<file path="src/rtl/mem_wb_stage.sv">
// rtl/mem_wb_stage.sv - memory-access / write-back pipeline stage
//
// Purpose:
//   Sits directly after the execute stage. ALU/MOV results go straight to the
//   register-file write port one cycle after the handshake. Word loads and
//   stores run over a req/ack data-memory bus. A request that waits too long
//   for an ack is aborted with a fault pulse. EX is back-pressured through
//   ex_ready for as long as a memory access is outstanding.
//
// Parameters:
//   ADDR_W   data-memory word-address width
//   TIMEOUT  max cycles mem_req stays high without mem_ack (>= 2)
//
// Ports:
//   clk, rst                  rising-edge clock, async active-high reset
//   ex_valid / ex_ready       EX handshake; transfer when both are high
//   ex_result[32:0]           data or byte address ([32] carry, unused here)
//   ex_w_enable, ex_dest_reg  register write request and destination index
//   ex_is_load, ex_is_store   memory operation selectors
//   ex_store_data             store data
//   mem_req/mem_we/mem_addr/mem_wdata   data-memory request (registered)
//   mem_rdata, mem_ack        data-memory response
//   wb_enable/wb_reg/wb_data  register-file write port (registered)
//   mem_fault                 one-cycle pulse on misaligned/illegal/timeout

module mem_wb_stage #(
  parameter int ADDR_W  = 16,
  parameter int TIMEOUT = 8
) (
  input  logic              clk,
  input  logic              rst,
  input  logic              ex_valid,
  output logic              ex_ready,
  input  logic [32:0]       ex_result,
  input  logic              ex_w_enable,
  input  logic [2:0]        ex_dest_reg,
  input  logic              ex_is_load,
  input  logic              ex_is_store,
  input  logic [31:0]       ex_store_data,
  output logic              mem_req,
  output logic              mem_we,
  output logic [ADDR_W-1:0] mem_addr,
  output logic [31:0]       mem_wdata,
  input  logic [31:0]       mem_rdata,
  input  logic              mem_ack,
  output logic              wb_enable,
  output logic [2:0]        wb_reg,
  output logic [31:0]       wb_data,
  output logic              mem_fault
);

  localparam logic [0:0] S_IDLE   = 1'b0;
  localparam logic [0:0] S_ACCESS = 1'b1;

  localparam int              CW      = (TIMEOUT > 2) ? $clog2(TIMEOUT) : 1;
  localparam logic [CW-1:0]   CNT_END = CW'(TIMEOUT - 1);

  logic [0:0]        r_state;
  logic [CW-1:0]     r_wait_cnt;
  logic              r_is_load;
  logic [2:0]        r_dest;
  logic              r_mem_req;
  logic              r_mem_we;
  logic [ADDR_W-1:0] r_mem_addr;
  logic [31:0]       r_mem_wdata;
  logic              r_wb_enable;
  logic [2:0]        r_wb_reg;
  logic [31:0]       r_wb_data;
  logic              r_mem_fault;

  logic w_xfer;
  logic w_is_mem;
  logic w_illegal;
  logic w_misaligned;
  logic w_unused_bits;

  assign w_xfer       = ex_valid && (r_state == S_IDLE);
  assign w_is_mem     = ex_is_load ^ ex_is_store;
  assign w_illegal    = ex_is_load && ex_is_store;
  assign w_misaligned = (ex_result[1:0] != 2'b00);

  // Carry and the address bits above the word-address window are not used.
  assign w_unused_bits = ^{ex_result[32:ADDR_W+2]};

  always_ff @(posedge clk or posedge rst) begin
    if (rst) begin
      r_state     <= S_IDLE;
      r_wait_cnt  <= '0;
      r_is_load   <= 1'b0;
      r_dest      <= 3'd0;
      r_mem_req   <= 1'b0;
      r_mem_we    <= 1'b0;
      r_mem_addr  <= '0;
      r_mem_wdata <= 32'd0;
      r_wb_enable <= 1'b0;
      r_wb_reg    <= 3'd0;
      r_wb_data   <= 32'd0;
      r_mem_fault <= 1'b0;
    end else begin
      // Strobes are single-cycle unless re-armed below.
      r_wb_enable <= 1'b0;
      r_mem_fault <= 1'b0;

      case (r_state)
        S_IDLE: begin
          if (w_xfer) begin
            if (w_illegal || (w_is_mem && w_misaligned)) begin
              r_mem_fault <= 1'b1;
            end else if (w_is_mem) begin
              r_mem_req   <= 1'b1;
              r_mem_we    <= ex_is_store;
              r_mem_addr  <= ex_result[ADDR_W+1:2];
              r_mem_wdata <= ex_store_data;
              r_dest      <= ex_dest_reg;
              r_is_load   <= ex_is_load;
              r_wait_cnt  <= '0;
              r_state     <= S_ACCESS;
            end else begin
              r_wb_enable <= ex_w_enable;
              r_wb_reg    <= ex_dest_reg;
              r_wb_data   <= ex_result[31:0];
            end
          end
        end

        S_ACCESS: begin
          // Ack is checked first so an ack on the final count still completes.
          if (mem_ack) begin
            r_mem_req  <= 1'b0;
            r_mem_we   <= 1'b0;
            r_wait_cnt <= '0;
            r_state    <= S_IDLE;
            if (r_is_load) begin
              r_wb_enable <= 1'b1;
              r_wb_reg    <= r_dest;
              r_wb_data   <= mem_rdata;
            end
          end else if (r_wait_cnt == CNT_END) begin
            r_mem_req   <= 1'b0;
            r_mem_we    <= 1'b0;
            r_mem_fault <= 1'b1;
            r_wait_cnt  <= '0;
            r_state     <= S_IDLE;
          end else begin
            r_wait_cnt <= r_wait_cnt + 1'b1;
          end
        end

        default: begin
          r_state <= S_IDLE;
        end
      endcase
    end
  end

  assign ex_ready  = (r_state == S_IDLE);
  assign mem_req   = r_mem_req;
  assign mem_we    = r_mem_we;
  assign mem_addr  = r_mem_addr;
  assign mem_wdata = r_mem_wdata;
  assign wb_enable = r_wb_enable;
  assign wb_reg    = r_wb_reg;
  assign wb_data   = r_wb_data;
  assign mem_fault = r_mem_fault;

endmodule

</file>
<file path="config.mk">
export PLATFORM = sky130hd
export DESIGN_NAME = mem_wb_stage
export DESIGN_NICKNAME = d
export VERILOG_FILES = /design/src/rtl/mem_wb_stage.sv
export SDC_FILE = /design/constraint.sdc
export NUM_CORES = 1
export LEC_CHECK = 0
export ABC_AREA = 0
export BUFFER_PORTS_ARGS = -buffer_cell sky130_fd_sc_hd__buf_4
export CORE_ASPECT_RATIO = 1.75
export CORE_MARGIN = 3
export CORE_UTILIZATION = 43
export DETAILED_ROUTE_END_ITERATION = 12
export GPL_TIMING_DRIVEN = 0
export PLACE_DENSITY = 0.79
export SLEW_MARGIN = 20
export SYNTH_ARGS = -nofsm -noshare
export SYNTH_HDL_FRONTEND = slang
export SYNTH_SLANG_ARGS = --single-unit
export TNS_END_PERCENT = 5
</file>
<file path="constraint.sdc">
create_clock -name clk -period 3 [get_ports clk]
set_clock_uncertainty 0.1 [all_clocks]
set_input_delay 0.3 -clock clk [delete_from_list [all_inputs] [get_ports clk]]
set_output_delay 0.3 -clock clk [all_outputs]
set_load 0.005 [all_outputs]
</file>
== Yosys cells after proc, flatten, opt, wreduce, memory -nomap -nowiden ==
Cells that the tools add are included.

* Mux-type cells: 45
* Bitwise logic cells: 3
* Shift-type cells: 0
* Multipliers: 0
* Reduce and logical (&&, ||, !) cells: 9
* Order comparisons: 0
* Add/subtract/negate cells: 1
* Div/mod/pow operators: 0
* Equality and inequality tests: 8

{| class="wikitable"
|+ Operator list
! operator !! count
|-
| 32-bit two-way mux || 5
|-
| 32-bit one-hot mux with 2 select lines || 1
|-
| 3-bit two-way mux || 10
|-
| 1-bit two-way mux || 22
|-
| 3-bit one-hot mux with 2 select lines || 2
|-
| 1-bit one-hot mux with 2 select lines || 5
|-
| 4-bit AND reduction || 2
|-
| 2-bit by 1-bit inequality test with 1-bit output (second input constant) || 3
|-
| 2-bit inequality test (second input constant) || 3
|-
| 5-bit AND reduction || 1
|-
| 3-bit by 1-bit adder with 3-bit output (second input constant) || 1
|-
| 3-bit equality test (second input constant) || 1
|-
| 1-bit logical AND || 3
|-
| 3-bit by 2-bit inequality test with 1-bit output (second input constant) || 1
|-
| 3-bit AND reduction || 1
|-
| 1-bit inverter || 2
|-
| 2-bit nonzero test || 1
|-
| 1-bit logical OR || 1
|-
| 1-bit bitwise XOR || 1
|}

* Output and inout port bits: 88
* RAM bits: 0
* Word-level logic and storage cells: 78
* Bits of input ports: 107
* Memories kept: 0
* Bits in registers: 95
* Bits in read-only memories: 0
* Bits in latches: 0

== Logic depth before layout (Yosys ltp) ==
* Word-level depth: 6
* Mapped depth: 6
* Gate-level depth less buffers: 5

== Worst setup path after synthesis ==
OpenSTA, ideal clock, no wires.

* Path type: input to register
* From: input ex_is_load
* To: register r_mem_addr[10] (netlist: mem_addr[10])
* Cell stages on the path: 5
* Data arrival time: 1,498 ps
* Setup slack: 1,277 ps
* Setup time: 125 ps
* Cell sequence: ha_1 > nor3b_4 > nand3_4 > buf_6 > mux2_4

* Cells in the longest elaborated chain, start to end: 5

{| class="wikitable"
|+ Ends and longest elaborated chain
! item !! line !! RTL
|-
| start: declaration || 37 || <nowiki>input logic ex_is_load,</nowiki>
|-
| 1-bit bitwise XOR || 78 || <nowiki>assign w_is_mem = ex_is_load ^ ex_is_store;</nowiki>
|-
| 1-bit logical AND || 107 || <nowiki>if (w_illegal || (w_is_mem && w_misaligned)) begin</nowiki>
|-
| 1-bit logical OR || 107 ||
|-
| 1-bit inverter (no line) || -- ||
|-
| 4-bit AND reduction (no line) * || -- ||
|-
| end signal: assignment || 112 || <nowiki>r_mem_addr <= ex_result[ADDR_W+1:2];</nowiki>
|-
| end: declaration || 64 || <nowiki>logic [ADDR_W-1:0] r_mem_addr;</nowiki>
|}

Every way passes the cells marked *; elsewhere a longest branch is shown, timed or not.
A chain may end at the register's enable or synchronous reset.

== Final worst setup path ==
* From: register r_state
* To: register r_wb_data[5] (netlist: wb_data[5])

* Cells in the longest elaborated chain, start to end: 4

{| class="wikitable"
|+ Ends and longest elaborated chain
! item !! line !! RTL
|-
| start: declaration || 58 || <nowiki>logic [0:0] r_state;</nowiki>
|-
| start signal: assignment || 87 || <nowiki>r_state <= S_IDLE;</nowiki>
|-
| start signal: assignment || 117 || <nowiki>r_state <= S_ACCESS;</nowiki>
|-
| start signal: assignment || 132 || <nowiki>r_state <= S_IDLE;</nowiki>
|-
| 1-bit inverter (no line) || -- ||
|-
| 1-bit logical AND || 77 || <nowiki>assign w_xfer = ex_valid && (r_state == S_IDLE);</nowiki>
|-
| 2-bit by 1-bit inequality test with 1-bit output (no line) || -- ||
|-
| 5-bit AND reduction (no line) || -- ||
|-
| end signal: assignment || 121 || <nowiki>r_wb_data <= ex_result[31:0];</nowiki>
|-
| end signal: assignment || 136 || <nowiki>r_wb_data <= mem_rdata;</nowiki>
|-
| end: declaration || 68 || <nowiki>logic [31:0] r_wb_data;</nowiki>
|}

Several ways; a longest one is shown, not always the timed one.

==> metrics.md <==
| Metric | Value |
|---|---|
| Status | `finished, final reports clean` |
| P&R area growth vs syn | `43.9%` |
| Initial drt markers | `48` |
| Minimum clock period | `1860 ps` |
| Vias in the first global route | `3358` |
| DR vias/cell | `4.93` |
| FF+latch count, synth | `95` |
| Core area | `9910 µm²` |
| Fin nets | `579` |
| Pwr dens | `686 nW/µm²` |
| Post-synth cell types | `25` |
| CP bufs+invs | `2` |
| Post-Syn Area | `4400 µm²` |
| CTS tree | `done` |
| Async SR Flop Fraction | `100%` |
| # setup viols final | `0` |
| Dominant cell by count in the synthesized netlist | `dfrtp_1` |
| Vias | `2951` |
| Maxcap violations | `0` |
| Worst Path Max Fanout | `10` |
| Fmax | `536 MHz` |
| Placed insts | `582` |
| Cts bufs inserted | `9` |
| Initial antenna violation count | `0` |
| First-pass GRT wire length | `16900 µm` |
| Final hold viol count | `0` |
| Diodes inserted | `0` |
| Post-cts resize count | `0` |
| Yosys top cell area share | `54.0%` |
| Cells after synthesis | `263` |
| Peak supply drop | `0.000386 V` |
| Post-synth EDFFs | `0` |
| Port buffer count | `193` |
| Die height | `140 µm` |
| Clock Latency Late Sink | `330 ps` |
| Share of cells above drive strength 1 | `73.4%` |
| DRC errors left | `0` |
| Grt ovf | `0` |
| Worst Max-Slew Pin Slew | `650 ps` |
| Row cnt | `48` |
| Worst-path cell chain | `buf_6 > clkbuf_1 > mux2_2 > mux2_4` |
| Post-synthesis average cell area | `16.7 µm²` |
| # fillers | `767` |
| Leakage power | `3.26 nW` |
| Hold_ws | `91.2 ps` |
| Critical path's slowest cell | `clkbuf_1` |
| Post-synth top area cell | `dfrtp_1` |
| Syn Nets | `373` |
| Family with the most delay on the worst path | `multiplexers` |
| Ys flop type | `dfrtp_1` |
| TritonCTS sink count | `95` |
| Die ar. | `11500 µm²` |
| Final Non-Filler Cells | `599` |
| Top cells by count, synth | `95 x dfrtp_1, 78 x mux2_4, 44 x mux2_2, 10 x buf_6, 5 x nand2_1` |
| Wire length per cell | `18.3 µm` |
| CP arrival | `1980 ps` |
| Crit path kind | `reg -> reg` |
| Pin count of the biggest net entering global routing | `56` |
| Drt total wl | `11000 µm` |
| Final Max Slew Viols | `0` |
| Cells taking the most area after synthesis | `dfrtp_1 54%, mux2_4 27%, mux2_2 11%` |
| CTS clk-pin slew, worst paths | `70 ps` |
| Initial Util | `44.4%` |
| Pre-antenna DRT Iters | `3` |
| Power consumption | `0.00435 W` |
| RSZ-0062 raised after global routing | `no` |
| Hold Crit Class | `in -> reg` |
| Hpwl dp | `8480 µm` |
| CP Capture Type | `flop` |
| Setup crit start kind | `flop` |
| Synth warnings | `0` |
| Global router's overall resource usage | `19.5%` |
| H-tree levels | `3` |
| Die Wd | `82.5 µm` |
| Slew Limit Headroom | `56.7%` |
| Placer congestion estimate | `0.755` |
| Deepest clock path buffer count | `2` |
| Final antenna-violating net count | `0` |
| Critical Path RT | `3120 ps` |
| Crit path largest cell delay | `510 ps` |
| Root Driver | `clkbuf_16` |
| Register area share after synthesis | `54.0%` |
| Ports | `195` |
| Period utilization | `62.2%` |
==> layout make-up <==
| cell class | instances | area [µm²] | share of cell area, % |
|---|---|---|---|
| Tap cell | 125 | 156 | 2.47 |
| Buffer | 14 | 129 | 2.03 |
| Clock buffer | 12 | 256 | 4.05 |
| Multi-Input combinational cell | 151 | 1890 | 29.8 |
| Timing Repair Buffer | 195 | 1490 | 23.5 |
| Sequential cell | 95 | 2380 | 37.5 |
| Clock inverter | 4 | 28.8 | 0.454 |
| Inverter | 3 | 16.3 | 0.257 |
==> per-layer routing <==
| layer | GRT usage, % | up-vias | share of wire, % |
|---|---|---|---|
| met5 | 0 | - | 0 |
| met2 | 34.1 | 114 | 55 |
| li1 | - | 1346 | - |
| met1 | 21.3 | 1465 | 35 |
| met3 | 4.79 | 26 | 6.5 |
| met4 | 9.30 | 0 | 3.4 |
==> power by group <==
group / switching (W) / internal, W
combinational: 0.000431 / 0.000980
clock: 0.000477 / 0.000609
sequential: 0.000211 / 0.00164
==> worst paths after layout <==
kind	startpoint	endpoint	slack [ps]	cells after the start
worst max-delay path	r_state	wb_data[5]	1140	4
worst min-delay path	ex_store_data[1]	mem_wdata[1]	90	2
worst max register to register	r_state	wb_data[5]	1140	4
worst min register to register	mem_req	mem_req	390	2
max in group asynchronous	rst	wb_data[25]	1780	4
min in group asynchronous	rst	mem_wdata[1]	440	3
==> kinds of logic (layout without fill, tap and decap cells) <==
kind of cell / count (synthesis) / count (layout) / synth area share [%]
muxes: 122 / 122 / 37.8
DFF: 95 / 95 / 54.0
buffers and inverters: 17 / 228 / 3.18
and+or+nand+nor: 15 / 15 / 2.36
AOI/OAI and AO/OA: 11 / 11 / 1.79
adders and majority gates: 3 / 3 / 0.852
==> placed cells by master (no fill, tap or decap) <==
cell           count
o21a_1             1
ha_1               3
o211ai_1           1
buf_4            193
mux2_4            78
or3b_2             1
a21bo_2            1
nand3_1            2
a21o_1             1
buf_6             10
clkinvlp_4         2
dfrtp_1           95
and2b_4            1
clkbuf_16          9
buf_16             1
clkinv_2           1
dlygate4sd3_1      1
mux2_2            44
nand4_1            1
nor2b_1            1
inv_6              2
a21oi_1            1
inv_1              2
nand3_4            1
o21ai_0            3
a22o_1             2
clkbuf_1           4
nor3b_4            1
a211o_1            1
clkbuf_8           2
buf_2              1
nand2_1            5
nor2_1             2
==> metrics by stage <==
stage | setup slack (ps) | utilization (%) | setup TNS, ps | instance area [µm²]
floorplan | 123 | - | 0 | 4400
CTS | 1090 | 64.0 | 0 | 6340
finish | 1140 | 64.0 | 0 | 6340
detailed placement | 966 | 61.0 | 0 | 6040
global route | 1030 | 64.0 | 0 | 6340
global placement | -893 | 60.6 | -84250 | 6010
==> what timing repair did <==
item                                   4_1_cts  5_1_grt
endpoints found under the hold margin       40        0
hold buffers                                 1        0
buffers inserted                             0        0
==> worst reg2reg max path, stage by stage, from the launching register on <==
cell and delay, ps:
dfrtp_1 340, buf_6 130, clkbuf_1 510, mux2_2 420
mux2_4 260
(Power assumes the default switching activity.)
